**config.mk**
```make
export PLATFORM = sky130hd
export DESIGN_NAME = spi_slave_regs
export DESIGN_NICKNAME = d
export VERILOG_FILES = /design/src/rtl/spi_pkg.sv /design/src/rtl/spi_sync_edge.sv /design/src/rtl/spi_slave_regs.sv
export SDC_FILE = /design/constraint.sdc
export NUM_CORES = 1
export LEC_CHECK = 0
export BUFFER_PORTS_ARGS = -buffer_cell sky130_fd_sc_hd__buf_4
export CELL_PAD_IN_SITES_DETAIL_PLACEMENT = 1
export CELL_PAD_IN_SITES_GLOBAL_PLACEMENT = 1
export CORE_UTILIZATION = 35
export CTS_CLUSTER_DIAMETER = 120
export DETAILED_ROUTE_END_ITERATION = 10
export PLACE_DENSITY_LB_ADDON = 0.1
export SLEW_MARGIN = 0
export SYNTH_ARGS = -nofsm -noshare
export SYNTH_HDL_FRONTEND = slang
export SYNTH_SLANG_ARGS = --single-unit
```
**constraint.sdc**
```tcl
create_clock -name clk -period 3.2 [get_ports clk]
set_input_delay 0.48 -clock clk [delete_from_list [all_inputs] [get_ports clk]]
set_output_delay 0.48 -clock clk [all_outputs]
set_load 0.02 [all_outputs]
```
**src/rtl/spi_pkg.sv**
```systemverilog
// ============================================================================
//  Module   : spi_pkg
//  Purpose  : Shared constants and FSM state encoding for the SPI responder.
//  Revision : 1.0
// ============================================================================
`default_nettype none
`timescale 1ns/1ps

package spi_pkg;

    localparam int SPI_ADDR_W     = 7;
    localparam int SPI_DATA_W     = 8;
    localparam int SPI_FRAME_BITS = 16;
    localparam logic [SPI_ADDR_W-1:0] SPI_FRAME_CNT_ADDR = 7'h7F;

    typedef enum logic [1:0] {
        IDLE    = 2'd0,
        CMD     = 2'd1,
        DATA    = 2'd2,
        WAIT_CS = 2'd3
    } spi_state_t;

endpackage

`default_nettype wire

```
**src/rtl/spi_sync_edge.sv**
```systemverilog
// ============================================================================
//  Module   : spi_sync_edge
//  Purpose  : Two-flop synchroniser plus history flop with rise/fall detect.
//  Revision : 1.0
// ============================================================================
`default_nettype none
`timescale 1ns/1ps

module spi_sync_edge #(
    parameter logic IDLE_VAL = 1'b0
) (
    input  logic clk,
    input  logic rst_n,
    input  logic i_async,
    output logic o_sync,
    output logic o_rise,
    output logic o_fall
);

    logic r_meta;
    logic r_sync;
    logic r_hist;

    // Reset to the line's idle level so no false edge fires after reset.
    always_ff @(posedge clk) begin
        if (!rst_n) begin
            r_meta <= IDLE_VAL;
            r_sync <= IDLE_VAL;
            r_hist <= IDLE_VAL;
        end else begin
            r_meta <= i_async;
            r_sync <= r_meta;
            r_hist <= r_sync;
        end
    end

    assign o_sync = r_sync;
    assign o_rise = r_sync & ~r_hist;
    assign o_fall = ~r_sync & r_hist;

endmodule

`default_nettype wire

```
**src/rtl/spi_slave_regs.sv**
```systemverilog
// ============================================================================
//  Module   : spi_slave_regs
//  Purpose  : SPI responder (RW + 7-bit addr + 8-bit data) over a byte register
//             file with a local port. Option: SPI_SLAVE_FRAME_CNT_EN makes
//             address 7'h7F a read-only completed-frame counter.
//  Revision : 1.0
// ============================================================================
`default_nettype none
`timescale 1ns/1ps

module spi_slave_regs #(
    parameter int         DEPTH   = 16,
    parameter logic [7:0] RST_VAL = 8'h00
) (
    input  logic       clk,
    input  logic       rst_n,
    input  logic       sck,
    input  logic       cs,
    input  logic       mosi,
    output logic       miso,
    input  logic [6:0] loc_addr,
    input  logic       loc_we,
    input  logic [7:0] loc_wdata,
    output logic [7:0] loc_rdata,
    output logic       wr_stb,
    output logic [6:0] wr_addr,
    output logic [7:0] wr_data,
    output logic       frame_done,
    output logic       frame_err
);

    import spi_pkg::*;

`ifdef SPI_SLAVE_FRAME_CNT_EN
    localparam logic c_CNT_EN = 1'b1;
`else
    localparam logic c_CNT_EN = 1'b0;
`endif
    localparam logic [7:0] c_DEPTH = 8'(DEPTH);

    logic w_sck_lvl, w_sck_rise, w_sck_fall;
    logic w_cs_sync, w_cs_rise, w_cs_fall;
    logic w_mosi, w_mosi_rise, w_mosi_fall;
    logic w_unused;

    spi_sync_edge #(.IDLE_VAL(1'b1)) u_sync_sck (
        .clk(clk), .rst_n(rst_n), .i_async(sck),
        .o_sync(w_sck_lvl), .o_rise(w_sck_rise), .o_fall(w_sck_fall));
    spi_sync_edge #(.IDLE_VAL(1'b1)) u_sync_cs (
        .clk(clk), .rst_n(rst_n), .i_async(cs),
        .o_sync(w_cs_sync), .o_rise(w_cs_rise), .o_fall(w_cs_fall));
    spi_sync_edge #(.IDLE_VAL(1'b0)) u_sync_mosi (
        .clk(clk), .rst_n(rst_n), .i_async(mosi),
        .o_sync(w_mosi), .o_rise(w_mosi_rise), .o_fall(w_mosi_fall));

    assign w_unused = &{1'b0, w_sck_lvl, w_mosi_rise, w_mosi_fall};

    spi_state_t r_state;
    logic [4:0] r_bit_cnt;
    logic [7:0] r_cmd_sr;
    logic [7:0] r_rx_sr;
    logic [7:0] r_tx_sr;
    logic [7:0] r_regs [DEPTH];
    logic [7:0] w_frame_cnt;

    logic [7:0] w_cmd_next;
    logic [7:0] w_rx_byte;
    logic       w_last_rise;
    logic       w_commit;
    logic       w_loc_wr;

    function automatic logic f_writable(input logic [6:0] a);
        return ({1'b0, a} < c_DEPTH) && !(c_CNT_EN && (a == SPI_FRAME_CNT_ADDR));
    endfunction

    function automatic logic [7:0] f_read(input logic [6:0] a);
        logic [7:0] v;
        v = 8'h00;
        for (int i = 0; i < DEPTH; i++) begin
            if (a == 7'(i)) v = r_regs[i];
        end
        if (c_CNT_EN && (a == SPI_FRAME_CNT_ADDR)) v = w_frame_cnt;
        return v;
    endfunction

    assign w_cmd_next  = {r_cmd_sr[6:0], w_mosi};
    assign w_rx_byte   = {r_rx_sr[6:0], w_mosi};
    assign w_last_rise = (r_state == DATA) && !w_cs_sync && w_sck_rise &&
                         (r_bit_cnt == 5'(SPI_FRAME_BITS - 1));
    assign w_commit    = w_last_rise && !r_cmd_sr[7] && f_writable(r_cmd_sr[6:0]);
    assign w_loc_wr    = loc_we && f_writable(loc_addr);

    always_ff @(posedge clk) begin
        if (!rst_n) begin
            r_state    <= IDLE;
            r_bit_cnt  <= '0;
            r_cmd_sr   <= '0;
            r_rx_sr    <= '0;
            r_tx_sr    <= '0;
            miso       <= 1'b0;
            wr_stb     <= 1'b0;
            wr_addr    <= '0;
            wr_data    <= '0;
            frame_done <= 1'b0;
            frame_err  <= 1'b0;
        end else begin
            wr_stb     <= w_commit;
            frame_done <= w_last_rise;
            frame_err  <= 1'b0;
            if (w_commit) begin
                wr_addr <= r_cmd_sr[6:0];
                wr_data <= w_rx_byte;
            end
            if (w_cs_sync) begin
                if ((r_state == CMD) || (r_state == DATA)) frame_err <= w_cs_rise;
                r_state   <= IDLE;
                r_bit_cnt <= '0;
                miso      <= 1'b0;
            end else begin
                case (r_state)
                    IDLE: begin
                        if (w_cs_fall) r_state <= CMD;
                    end
                    CMD: begin
                        if (w_sck_rise) begin
                            r_cmd_sr  <= w_cmd_next;
                            r_bit_cnt <= r_bit_cnt + 5'd1;
                            // Read data is frozen here; later writes do not disturb it.
                            if (r_bit_cnt == 5'(SPI_ADDR_W)) begin
                                r_tx_sr <= f_read(w_cmd_next[6:0]);
                                r_state <= DATA;
                            end
                        end
                    end
                    DATA: begin
                        if (w_sck_fall && r_cmd_sr[7]) begin
                            miso    <= r_tx_sr[7];
                            r_tx_sr <= {r_tx_sr[6:0], 1'b0};
                        end
                        if (w_sck_rise) begin
                            r_rx_sr   <= w_rx_byte;
                            r_bit_cnt <= r_bit_cnt + 5'd1;
                            if (r_bit_cnt == 5'(SPI_FRAME_BITS - 1)) r_state <= WAIT_CS;
                        end
                    end
                    default: ;
                endcase
            end
        end
    end

    // SPI commit is applied after the local write so it wins a same-address collision.
    always_ff @(posedge clk) begin
        for (int i = 0; i < DEPTH; i++) begin
            if (!rst_n) begin
                r_regs[i] <= RST_VAL;
            end else begin
                if (w_loc_wr && (loc_addr == 7'(i))) r_regs[i] <= loc_wdata;
                if (w_commit && (r_cmd_sr[6:0] == 7'(i))) r_regs[i] <= w_rx_byte;
            end
        end
    end

    always_ff @(posedge clk) begin
        if (!rst_n) loc_rdata <= 8'h00;
        else        loc_rdata <= f_read(loc_addr);
    end

`ifdef SPI_SLAVE_FRAME_CNT_EN
    logic [7:0] r_frame_cnt;
    always_ff @(posedge clk) begin
        if (!rst_n)          r_frame_cnt <= 8'h00;
        else if (frame_done) r_frame_cnt <= r_frame_cnt + 8'd1;
    end
    assign w_frame_cnt = r_frame_cnt;
`else
    assign w_frame_cnt = 8'h00;
`endif

endmodule

`default_nettype wire
```
Yosys cells after proc, flatten, opt, wreduce, memory -nomap -nowiden
Memories as Yosys holds them, arrays and structs flattened.
Cells that the tools add are included.
{"block": "totals", "register_bits": 65, "mem_bits_rw": 128, "out_inout_bits": 27, "word_cells": 348, "memories": 1}
{"block": "classes", "n_addsub": 1, "order_cmp": 2, "eq_ne": 55, "mux": 171, "bitwise": 41, "reduce_logical": 57}
{"memory": "r_regs", "depth": 16, "word_bits": 8, "rd": 16, "rd_clocked_by_memory_dff": 0, "write_ports": 16, "line": "spi_slave_regs.sv:63", "rtl": "logic [7:0] r_regs [DEPTH];"}
{"op": "8-bit 2-to-1 mux", "count": 67}
{"op": "7-bit by 4-bit equality test with 1-bit output (second input constant)", "count": 24}
{"op": "1-bit 2-to-1 mux", "count": 97}
{"op": "7-bit by 3-bit equality test with 1-bit output (second input constant)", "count": 12}
{"op": "7-bit by 2-bit equality test with 1-bit output (second input constant)", "count": 6}
{"op": "1-bit logical AND", "count": 39}
{"op": "1-bit OR", "count": 32}
{"op": "7-bit by 1-bit equality test with 1-bit output (second input constant)", "count": 3}
{"op": "7-bit zero test", "count": 3}
{"op": "8-bit one-hot mux with 2 select lines", "count": 1}
{"op": "7-bit by 5-bit less-than comparator with 1-bit output (second input constant)", "count": 2}
{"op": "2-bit 2-to-1 mux", "count": 5}
{"op": "3-bit AND reduction", "count": 3}
{"op": "2-bit by 1-bit inequality test with 1-bit output (second input constant)", "count": 4}
{"op": "2-bit one-hot mux with 3 select lines", "count": 1}
{"op": "6-bit AND reduction", "count": 1}
{"op": "5-bit by 1-bit adder with 5-bit output (second input constant)", "count": 1}
{"op": "5-bit by 3-bit equality test with 1-bit output (second input constant)", "count": 1}
{"op": "5-bit by 4-bit equality test with 1-bit output (second input constant)", "count": 1}
{"op": "1-bit inverter", "count": 5}
{"op": "5-bit AND reduction", "count": 1}
{"op": "1-bit AND", "count": 4}
{"op": "2-bit inequality test (second input constant)", "count": 2}
{"op": "2-bit AND reduction", "count": 2}
{"op": "other kinds (8)", "count": 10}

Longest topological paths before layout
Gate-level depths: netlist (run 1).
{"block": "depth", "word_depth": 20, "mapped_depth": 10, "depth_no_buf": 8}

Cells and area by module
From an unflattened synthesis (run 1), not the netlist that was laid out.
{"block": "hier_totals", "cells_unflattened": 1335, "hier_area_um2": 11405.9}
{"module": "spi_slave_regs", "n_inst": 1, "cells_per_inst": 1311, "area_per_inst_um2": 11131.9, "seq_area_each_um2": 4984.8}
{"module": "spi_sync_edge", "n_inst": 3, "cells_per_inst": 8, "area_per_inst_um2": 91.3, "seq_area_each_um2": 60.1}

Least setup slack after synthesis (run 1)
No wires, ideal clock.
{"block": "synth_timing", "path_type": "register to register", "startpoint": "register r_state[0]", "endpoint": "memory r_regs[9][2], in the netlist r_regs[1][10], enable pin", "t_arrival_ns": 2.020, "required_ns": 2.906, "path_slack_ns": 0.886, "path_stages_with_launch": 9, "path_buffers": 2, "path_cell_list": "dfxtp_1 > inv_1 > ha_1 > and4bb_1 > buf_4 > nand3_4 > buf_6 > nor3_4 > or3_1"}
{"element": "start, declared", "line": "spi_slave_regs.sv:58", "rtl": "spi_state_t r_state;"}
{"element": "start signal, assigned", "line": "spi_slave_regs.sv:95", "rtl": "r_state <= IDLE;"}
{"element": "start signal, assigned", "line": "spi_slave_regs.sv:116", "rtl": "r_state <= IDLE;"}
{"element": "start signal, assigned", "line": "spi_slave_regs.sv:122", "rtl": "if (w_cs_fall) r_state <= CMD;"}
{"element": "end, declared", "line": "spi_slave_regs.sv:63"}

==> metrics.md, run 1 <==
| Metric | Value |
|---|---|
| Max Cap Violations | 0 |
| Setup repair after global routing missed its margin | false |
| Synth Area in Compound Gates | 0.174 |
| P_leak | 4.32 nW |
| Crit path required time | approximately 3.3 ns |
| Top post-synthesis cells by count | nand2_1 (336), o21ai_0 (135), edfxtp_1 (128) |
| Antenna Nets Post-Route | 0 |
| Setup bufs post-CTS | 0 |
| Num Clock Sinks | just under 200 |
| Startpoint Class | flip-flop |
| Avg WL per Cell | 26.7 um |
| Post-CTS Resized | 0 |
| Post-Synth Simple-Gate Area | 0.251 |
| P&R area growth vs syn | 12.0% |
| H-Tree Depth | 4 |
| Die ar. | between 30000 and 40000 um^2 |
| Count leader, synth | nand2_1 |
| DR vias | 10.6k |
| Clk_lat worst skew | 0.47 ns |
| Tot GR Track Use | 0.290 |
| Slew Limit Fails | 0 |
| Largest area contributor in the netlist | edfxtp_1 |
| Cts bufs inserted | 17 |
| Crit Path Category | flip-flop to flip-flop |
| Initial Util | 0.358 |
| Post-DP Area | 12500 um^2 |
| Synth area leaders | edfxtp_1 (33%), dfxtp_1 (11%), nand2_1 (11%) |
| Chip width | 185 um |
| Sequential share of the synthesized area | 0.439 |
| Core ar. | 32700 um^2 |
| CTS Buffer Depth | 2 |
| Average size of a mapped cell | ~8.7 um^2 |
| CP Launch Point | r_bit_cnt[0] |
| Period utilization | 0.807 |
| Mapped Nets | ~1.4k |
| Worst R2R Setup Slack | 0.62 ns |
| Fin crit period | 2.58 ns |
| Post-layout instance area | roughly 13000 um^2 |
| Asr flop ratio synth | 0 |
| Mapped Cells | 1351 |
| Most used DFF post-synth | edfxtp_1 |
| Yosys cell types | 79 |
| Fillers | 3896 |
| Post-Route WL | 48300 um |
| PD cells | 426 nW/um^2 |
| Die Ht | about 180 um |
| Max Fclk | between 300 and 400 MHz |
| DRC | 0 |
| Synth Area in Adders | 0.00748 |
| #FFs+latches synth | 193 |
| Synthesized area | 11700 um^2 |
| Site Rows | 66 |
| Layout Utilization | 0.401 |
| Reg-to-reg endpoint | r_regs[0][40] |
| Worst-path maximum fanout | 17 |
| Worst Hold Path Cells | 2 |
| Post-synth EDFFs | 128 |
| Largest net degree at the start of global routing | between 60 and 70 |
| Xor-xnor portion of the synthesized cell area | 0.00224 |
| Reg2Reg Depth | 7 |
| Max-slew headroom | 0.227 |
| CP Data Arrival Time | between 2 and 3 ns |
| CTS Hold Bufs | 0 |
| Final setup fails | 0 |
| Number of global-route vias before repair | 10.2k |
| Ports | 48 |
| Status | finished, final reports clean |
| Clock skew | approximately 0.018 ns |
| Hpwl dp | 35400 um |
| CTS Root Cell | clkbuf_16 |
| Worst Hold End | u_sync_cs.r_meta |
| Initial DRC count | 1031 |
| Hold_sp | cs |
| Reg2reg start | r_bit_cnt[0] |
| Final nets | 1383 |
| Measured slew at the worst slew-check pin | 1.16 ns |
| TritonRoute pass-1 iters | 5 |
| Storage element area | 5150 um^2 |
| Hold crit path type | input port to flip-flop |
| Peak supply drop | 0.412 mV |
| First-pass GRT wire length | 70400 um |
| Share of cells above drive strength 1 | 0.148 |
| Placer Congestion | 0.939 |
| Largest family of logic cells by synthesized area | simple AND/OR/NAND/NOR gates |
| Gr ovfl total | 0 |
| Mux cell area share after synthesis | 0.0716 |
| Yosys warnings | 0 |
| Placed insts | 1778 |
| PortBufs | 47 |
| WHS | 0.197 ns |
| Area of the multi-input gates | about 5900 um^2 |
| CTS clk-pin slew, worst paths | 0.07 ns |
| Final hold violation count | 0 |
| Antenna diodes | 0 |
| Fin cells | 1810 |
| Top cell type's share of synthesized area | 0.328 |
| Critical Path Sink Type | flip-flop |
| DR vias/cell | 5.85 |
| CTS tree | done |
| Setup TNS Final | 0 ns |
| Initial antenna violation count | 1 |
## worst max-delay path by stage
stage	end	slack, ns	cells after the start
after floorplan	r_regs[1][10]	0.89	8
after global placement	r_regs[0][8]	0.55	6
after detailed placement	r_regs[1][49]	0.51	6
after CTS	r_regs[0][50]	0.60	7
after global routing	r_regs[0][50]	0.46	7
final	r_regs[0][40]	0.62	7
## cell usage in the layout (no fill, tap or decap), types with 11 or more instances in the layout
| cell type | netlist | final |
|---|---|---|
| nor3_1 | 20 | 20 |
| mux2_2 | 18 | 18 |
| or3_1 | 23 | 23 |
| a21oi_1 | 53 | 53 |
| o21ai_1 | 29 | 29 |
| nand2b_1 | 23 | 23 |
| nand3_1 | 25 | 25 |
| nand2_1 | 336 | 336 |
| clkbuf_16 | 0 | 17 |
| a211oi_1 | 14 | 14 |
| a31oi_1 | 15 | 15 |
| nor3_4 | 11 | 11 |
| dfxtp_1 | 65 | 62 |
| edfxtp_1 | 128 | 128 |
| o21ai_0 | 135 | 135 |
| nor2_1 | 86 | 86 |
| o22ai_1 | 16 | 16 |
| buf_4 | 15 | 106 |
| mux2i_1 | 50 | 50 |
## critical path: stages, from the launching register on
cell and delay (ns):
dfxtp_1 0.38, ha_1 0.20, and3_1 0.17, ha_1 0.21, nand3_4 0.34, nor4_4 0.36
buf_4 0.24, or3_1 0.34
## area by class of cell
cell class,count,area share
clock inverters,15,0.0135
well taps,442,0.0422
inverters,13,0.00372
clock buffers,17,0.0324
repair buffers,108,0.0637
multi-input cells,1022,0.452
flip-flops and latches,193,0.393
## power breakdown
group | internal, mW | total (mW) | switching (mW)
Combinational | 0.132 | 0.421 | 0.289
Sequential | 2.74 | 2.85 | 0.110
Clock | 1.24 | 2.32 | 1.08
Total | 4.11 | 5.59 | 1.48
## registers in the layout, indices dropped and copies added, names as in the netlist, 2 cells and up
signal,count
r_state,2
r_regs,128
r_rx_sr,7
wr_data,8
r_tx_sr,8
wr_addr,7
r_cmd_sr,8
loc_rdata,8
r_bit_cnt,5
## metrics by stage
step	total power, mW	setup WS [ns]
floorplan	3.08	0.886
global route	5.71	0.464
detailed placement	3.32	0.507
global placement	3.31	0.547
finish	5.59	0.618
CTS	5.62	0.601
## per-layer routing
metal  global-route usage  wire length, um  vias to the layer above
li1                     -                -                     4840
met5                    0               15                        -
met1                0.417            22600                     5330
met4               0.0803              982                        2
met3               0.0629             3640                       48
met2                0.434            21100                      365
## logic make-up after synthesis
logic type / count (synthesis)
and+or+nand+nor: 602
AOI/OAI and AO/OA: 336
muxes: 74
xor gates and xnor gates: 3
DFF: 193
adders and majority gates: 7
buffers and inverters: 136
Note: power is estimated with default switching activity, not from simulation.
==> run 2, diff against run 1 <==
==> constraint.sdc (replaced) <==
create_clock -name clk -period 2.5 [get_ports clk]
set_input_delay 0.375 -clock clk [delete_from_list [all_inputs] [get_ports clk]]
set_output_delay 0.375 -clock clk [all_outputs]
set_load 0.02 [all_outputs]
==> run 2 against run 1 <==
Net effect: final cell count increased by 3.0%; non-clock buffer count is 54 higher; design area is 3.3% higher; clock power rose by 17%; worst setup slack worse by 0.43 ns; register-to-register slack got worse by 0.43 ns; sequential share of layout area decreased by 1.2 points; maximum frequency grew 12%; sequential power grew 28%; via count grew 1.5%; critical endpoint is now r_regs[1][36].
==> metrics.md, run 2 (synthesis gave the netlist of run 1 again) <==
| Metric | Value |
|---|---|
| Status | finished, final reports clean |
| Peak supply drop | 0.484 mV (+17%) |
| PnR worst setup slack | 0.189 ns (-0.429 ns) |
| Initial Util | 0.358 (unchanged) |
| P&R area growth vs syn | 15.7% |
| Crit path required time | 2.66 ns (-0.68 ns) |
| Largest net degree at the start of global routing | 53 (-20%) |
| Most frequent cells in the layout | nand2_1 (336), buf_4 (155), o21ai_0 (135), edfxtp_1 (128), nor2_1 (86) |
| Final nets | 1437 (+3.9%) |
| Critical Path Sink Type | flip-flop |
| Worst-path maximum fanout | 10 (-7) |
| Initial DRC count | 975 (-5.4%) |
| First-pass GRT wire length | 72100 um (+2.3%) |
| Measured slew at the worst slew-check pin | 0.704 ns (-0.455 ns) |
| Clk_lat worst skew | 0.46 ns (about the same) |
| Post-Place Setup Slack | -0.0295 ns (-0.536 ns) |
| Startpoint Class | flip-flop |
| Final setup fails | 0 (unchanged) |
| Crit Path Category | flip-flop to flip-flop |
| Clock skew | 0.0159 ns (-0.00241 ns) |
| Max-slew headroom | 0.531 (+0.304) |
| Slew Limit Fails | 0 (unchanged) |
| Post-Route WL | 49500 um (+2.4%) |
| Period utilization | 0.924 (+0.117) |
| WHS | 0.105 ns (-0.0917 ns) |
| Final hold violation count | 0 (unchanged) |
| Power share of the combinational group | 0.082 (+0.007) |
| Clock Power Share | 0.391 (-0.024) |
| CTS Buffer Depth | 2 (unchanged) |
| Largest register by flop count | r_regs |
| DR vias | 10.7k (+1.5%) |
| Commonest non-fill, non-tap cell in the layout | nand2_1 |
| Post-CTS Resized | 0 (unchanged) |
| Number of global-route vias before repair | 10.6k (+3.7%) |
| PortBufs | 47 (unchanged) |
| Share of cells above drive strength 1 | 0.179 (+0.0310) |
| Setup TNS Final | 0 ns (unchanged) |
| Max Cap Violations | 0 (unchanged) |
| Hold crit path type | input port to flip-flop |
| Core ar. | 32700 um^2 (unchanged) |
| Placer Congestion | 0.950 (+1.2%) |
| Site Rows | 66 (unchanged) |
| Placed insts | 1830 (+2.9%) |
| Layout Utilization | 0.414 (+0.0130) |
| Tot GR Track Use | 0.299 (+0.00921) |
| Sw Pwr | 1.83 mW (+24%) |
| PD cells | 511 nW/um^2 (+20%) |
| Antenna diodes | 0 (unchanged) |
| Max reg flops | 128 (unchanged) |
| Reg power frac | 0.527 (+0.017) |
| Storage element area | 5150 um^2 (unchanged) |
| DR vias/cell | 5.76 (-1.5%) |
| Hpwl dp | 36900 um (+4.2%) |
| Ports | 48 (unchanged) |
| CP Data Arrival Time | 2.47 ns (-0.25 ns) |
| P_leak | 4.59 nW (+6.3%) |
| TritonRoute pass-1 iters | 5 (unchanged) |
| Initial antenna violation count | 0 (-1) |
| Gr ovfl total | 0 (unchanged) |
| Fin crit period | 2.31 ns (-0.271 ns) |
| CP most frequent cell | ha_1 |
| Die ar. | 34200 um^2 (unchanged) |
| Sw frac | 0.265 (+0.000435) |
| CTS Root Cell | clkbuf_16 |
| Antenna Nets Post-Route | 0 (unchanged) |
| Internal | 5.09 mW (+24%) |
| Avg WL per Cell | 26.6 um (-0.52%) |
| Cts bufs inserted | 17 (unchanged) |
| Die Ht | 185 um (unchanged) |
| CTS tree | done |
| Slowest Stage Delay on Critical Path | 0.54 ns (+0.16 ns) |
| Fin cells | 1864 (+3.0%) |
| Worst path cell trace | ha_1 > and3_1 > ha_1 > nand3_4 > buf_12 > buf_4 > nor3_4 > or3_1 |
| Max Fclk | 433 MHz (+12%) |
| Setup repair after global routing missed its margin | false |
| CTS clk-pin slew, worst paths | 0.08 ns (about the same) |
| DRC | 0 (unchanged) |
| H-Tree Depth | 4 (unchanged) |
| Fillers | 3895 (-0.026%) |
| Chip width | 185 um (unchanged) |
| Slowest stage cell on the critical path | or3_1 |
| Num Clock Sinks | 193 (unchanged) |
| Area of the multi-input gates | 5920 um^2 (unchanged) |
==> run 2: final timing paths <==
check	startpoint	to	slack, ns	cells past startpoint
setup / recovery	r_bit_cnt[0]	r_regs[1][36]	0.19	8
hold / removal	sck	u_sync_sck.r_meta	0.11	2
setup reg to reg	r_bit_cnt[0]	r_regs[1][36]	0.19	8
hold reg to reg	u_sync_sck.r_meta	u_sync_sck.o_sync	0.41	1
==> run 2: final cells by class <==
class	instances	share of cell area
Clock buffer	22	0.0359
Clock inverter	10	0.00564
Inverter	13	0.00360
Multi-Input combinational cell	1022	0.438
Sequential cell	193	0.380
Tap cell	442	0.0408
Timing Repair Buffer	162	0.0963
==> run 2: critical path, delay by kind of cell, from the launching register on <==
kind | cells | cell delay, ns
flip-flops | 1 | 0.33
buffers and inverters | 2 | 0.36
AND/OR/NAND/NOR | 4 | 0.86
adder cells (fa/ha/maj) | 2 | 0.45
==> run 2: power by group through the flow <==
| stage | sequential, mW | combinational (mW) | clock (mW) |
|---|---|---|---|
| floorplan | 3.62 | 0.326 | 0 |
| global placement | 3.71 | 0.555 | 0 |
| detailed placement | 3.71 | 0.558 | 0 |
| CTS | 3.64 | 0.561 | 2.75 |
| global route | 3.65 | 0.601 | 2.85 |
| finish | 3.65 | 0.568 | 2.71 |
==> run 2: per-layer routing <==
metal	track usage	share of wire	vias up
li1	-	-	4940
met1	0.424	0.46	5370
met2	0.448	0.44	369
met5	0	0	-
met4	0.0906	0.022	0
met3	0.0718	0.082	62
==> run 2: what timing repair did <==
item | 4_1_cts | 5_1_grt
buffers inserted | 2 | 0
setup endpoints to repair | 48 | 0
hold buffers | 0 | 0
==> run 2: stage by stage <==
stage	cell area, um^2	power (mW)
floorplan	11700	3.95
detailed placement	13000	4.27
global route	13500	7.10
CTS	13500	6.95
finish	13500	6.92
global placement	13000	4.26
==> run 3, diff against run 2 <==
--- a/config.mk
+++ b/config.mk
@@ -12,6 +12,7 @@
 export CTS_CLUSTER_DIAMETER = 120
 export DETAILED_ROUTE_END_ITERATION = 10
 export PLACE_DENSITY_LB_ADDON = 0.1
+export SETUP_SLACK_MARGIN = 0.4
 export SLEW_MARGIN = 0
 export SYNTH_ARGS = -nofsm -noshare
 export SYNTH_HDL_FRONTEND = slang
==> run 3 against run 2 <==
Net effect: design area is 3.2% higher; sequential power hardly changed; core utilization grew 1.3 points; worst hold slack worse by 0.0089 ns; final cell count is 0.91% higher; global-route usage increased by 0.36 points; routed wire length grew 5.0%; critical endpoint is now r_regs[1][26]; largest power group unchanged; highest routed layer unchanged.
==> metrics.md, run 3 (synthesis gave the netlist of run 1 again) <==
| Metric | Value |
|---|---|
| Status | finished, final reports clean |
| Setup repair after global routing missed its margin | true |
| Gr ovfl total | 0 (unchanged) |
| Slowest stage cell on the critical path | dfxtp_4 |
| First-pass GRT wire length | 73400 um (+1.9%) |
| Fillers | 3894 (-0.026%) |
| Die ar. | 34200 um^2 (unchanged) |
| Critical Path Sink Type | flip-flop |
| CP most frequent cell | buf_12 |
| Site Rows | 66 (unchanged) |
| Total power | 6.99 mW (+0.98%) |
| Hpwl dp | 36900 um (+0.17%) |
| Tot GR Track Use | 0.303 (+0.00363) |
| Largest net degree at the start of global routing | 53 (unchanged) |
| Peak supply drop | 0.528 mV (+9.1%) |
| TritonRoute pass-1 iters | 5 (unchanged) |
| Final hold violation count | 0 (unchanged) |
| Max reg flops | 128 (unchanged) |
| Most frequent cells in the layout | nand2_1 (333), buf_4 (148), edfxtp_1 (128), o21ai_0 (103), nor2_1 (86) |
| Storage element area | 5170 um^2 (+0.39%) |
| Initial DRC count | 1217 (+25%) |
| PortBufs | 47 (unchanged) |
| DRC | 0 (unchanged) |
| Share of cells above drive strength 1 | 0.222 (+0.0431) |
| Avg WL per Cell | 27.6 um (+4.0%) |
| Core ar. | 32700 um^2 (unchanged) |
| Layout Utilization | 0.427 (+0.0134) |
| Measured slew at the worst slew-check pin | 0.694 ns (-0.00974 ns) |
| Slowest Stage Delay on Critical Path | 0.36 ns (-0.18 ns) |
| Max Cap Violations | 0 (unchanged) |
| Startpoint Class | flip-flop |
| Post-Route WL | 52000 um (+5.0%) |
| DR vias/cell | 5.97 (+3.6%) |
| Slew Limit Fails | 0 (unchanged) |
| Largest register by flop count | r_regs |
| Chip width | 185 um (unchanged) |
| CTS tree | done |
| Worst path cell trace | inv_4 > ha_4 > and4bb_2 > nand3_4 > buf_12 > buf_12 > nor3_4 > or3_4 |
| Cts bufs inserted | 17 (unchanged) |
| Final setup fails | 0 (unchanged) |
| Worst-path maximum fanout | 8 (-2) |
| Clk_lat worst skew | 0.47 ns (about the same) |
| Initial Util | 0.358 (unchanged) |
| Antenna diodes | 0 (unchanged) |
| Clock skew | 0.0141 ns (-0.00181 ns) |
| Period utilization | 0.857 (-0.0667) |
| PnR worst setup slack | 0.356 ns (+0.167 ns) |
| PD cells | 500 nW/um^2 (-2.2%) |
| Commonest non-fill, non-tap cell in the layout | nand2_1 |
| Max-slew headroom | 0.537 (+0.00650) |
| Fin cells | 1881 (+0.91%) |
| Max Fclk | 466 MHz (+7.8%) |
| Crit path required time | 2.68 ns (+0.02 ns) |
| Placer Congestion | 0.978 (+3.0%) |
| P_leak | 4.75 nW (+3.4%) |
| Area of the multi-input gates | 6120 um^2 (+3.3%) |
| CP Data Arrival Time | 2.33 ns (-0.14 ns) |
| Fin crit period | 2.14 ns (-0.167 ns) |
| Number of global-route vias before repair | 10.6k (+0.46%) |
| Post-Place Setup Slack | 0.115 ns (+0.144 ns) |
| Initial antenna violation count | 0 (unchanged) |
| Top Family by Delay on Critical Path | simple AND/OR/NAND/NOR gates |
| Ports | 48 (unchanged) |
| P&R area growth vs syn | 19.4% |
| CTS Root Cell | clkbuf_16 |
| Hold crit path type | input port to flip-flop |
| Antenna Nets Post-Route | 0 (unchanged) |
| Placed insts | 1829 (-0.055%) |
| Final nets | 1455 (+1.3%) |
| Crit Path Category | flip-flop to flip-flop |
| Num Clock Sinks | 193 (unchanged) |
| CTS Hold Bufs | 0 (unchanged) |
| Buf+Inv Stages, Crit Path | 3 (+1) |
| H-Tree Depth | 4 (unchanged) |
| DR vias | 11.2k (+4.5%) |
| Die Ht | 185 um (unchanged) |
| CTS Buffer Depth | 2 (unchanged) |
| CTS clk-pin slew, worst paths | 0.08 ns (about the same) |
| Setup TNS Final | 0 ns (unchanged) |
==> run 3: where the power goes <==
group	internal [mW]	switching [mW]
registers	3.50	0.145
clock network	1.39	1.37
logic	0.197	0.393
total	5.09	1.90
==> run 3: timing repair <==
item,in CTS,in global routing
cloned,1,12
resized for setup,18,102
setup buffers,3,5
pin swaps,0,21
endpoints found under the setup margin,272,230
==> run 3: through the flow <==
| step | area [um^2] | hold slack, ns |
|---|---|---|
| after floorplan | 11800 | 0.386 |
| after global placement | 13000 | 0.396 |
| after detailed placement | 13000 | 0.399 |
| after CTS | 13600 | 0.0766 |
| after global routing | 14000 | 0.0891 |
| final | 14000 | 0.0964 |
==> run 3: worst paths after layout <==
| path | endpoint | start | cells past startpoint | slack [ns] |
|---|---|---|---|---|
| setup / recovery | r_regs[1][26] | r_state[0] | 8 | 0.36 |
| hold / removal | u_sync_sck.r_meta | sck | 2 | 0.1 |
| setup reg to reg | r_regs[1][26] | r_state[0] | 8 | 0.36 |
| hold reg to reg | u_sync_sck.o_sync | u_sync_sck.r_meta | 1 | 0.42 |
==> run 3: layer usage <==
layer  wire length [um]  global-route usage  part of all wire
met1              23800               0.447              0.46
met2              22700               0.449              0.44
met3               4310              0.0490             0.083
met4               1120              0.0926             0.021
met5                  0                   0                 0
==> run 3: cell type report <==
class                           count  area share
Clock buffer                       18      0.0307
Clock inverter                     13     0.00949
Inverter                           13     0.00367
Multi-Input combinational cell   1022       0.438
Sequential cell                   193       0.370
Tap cell                          442      0.0396
Timing Repair Buffer              180       0.109
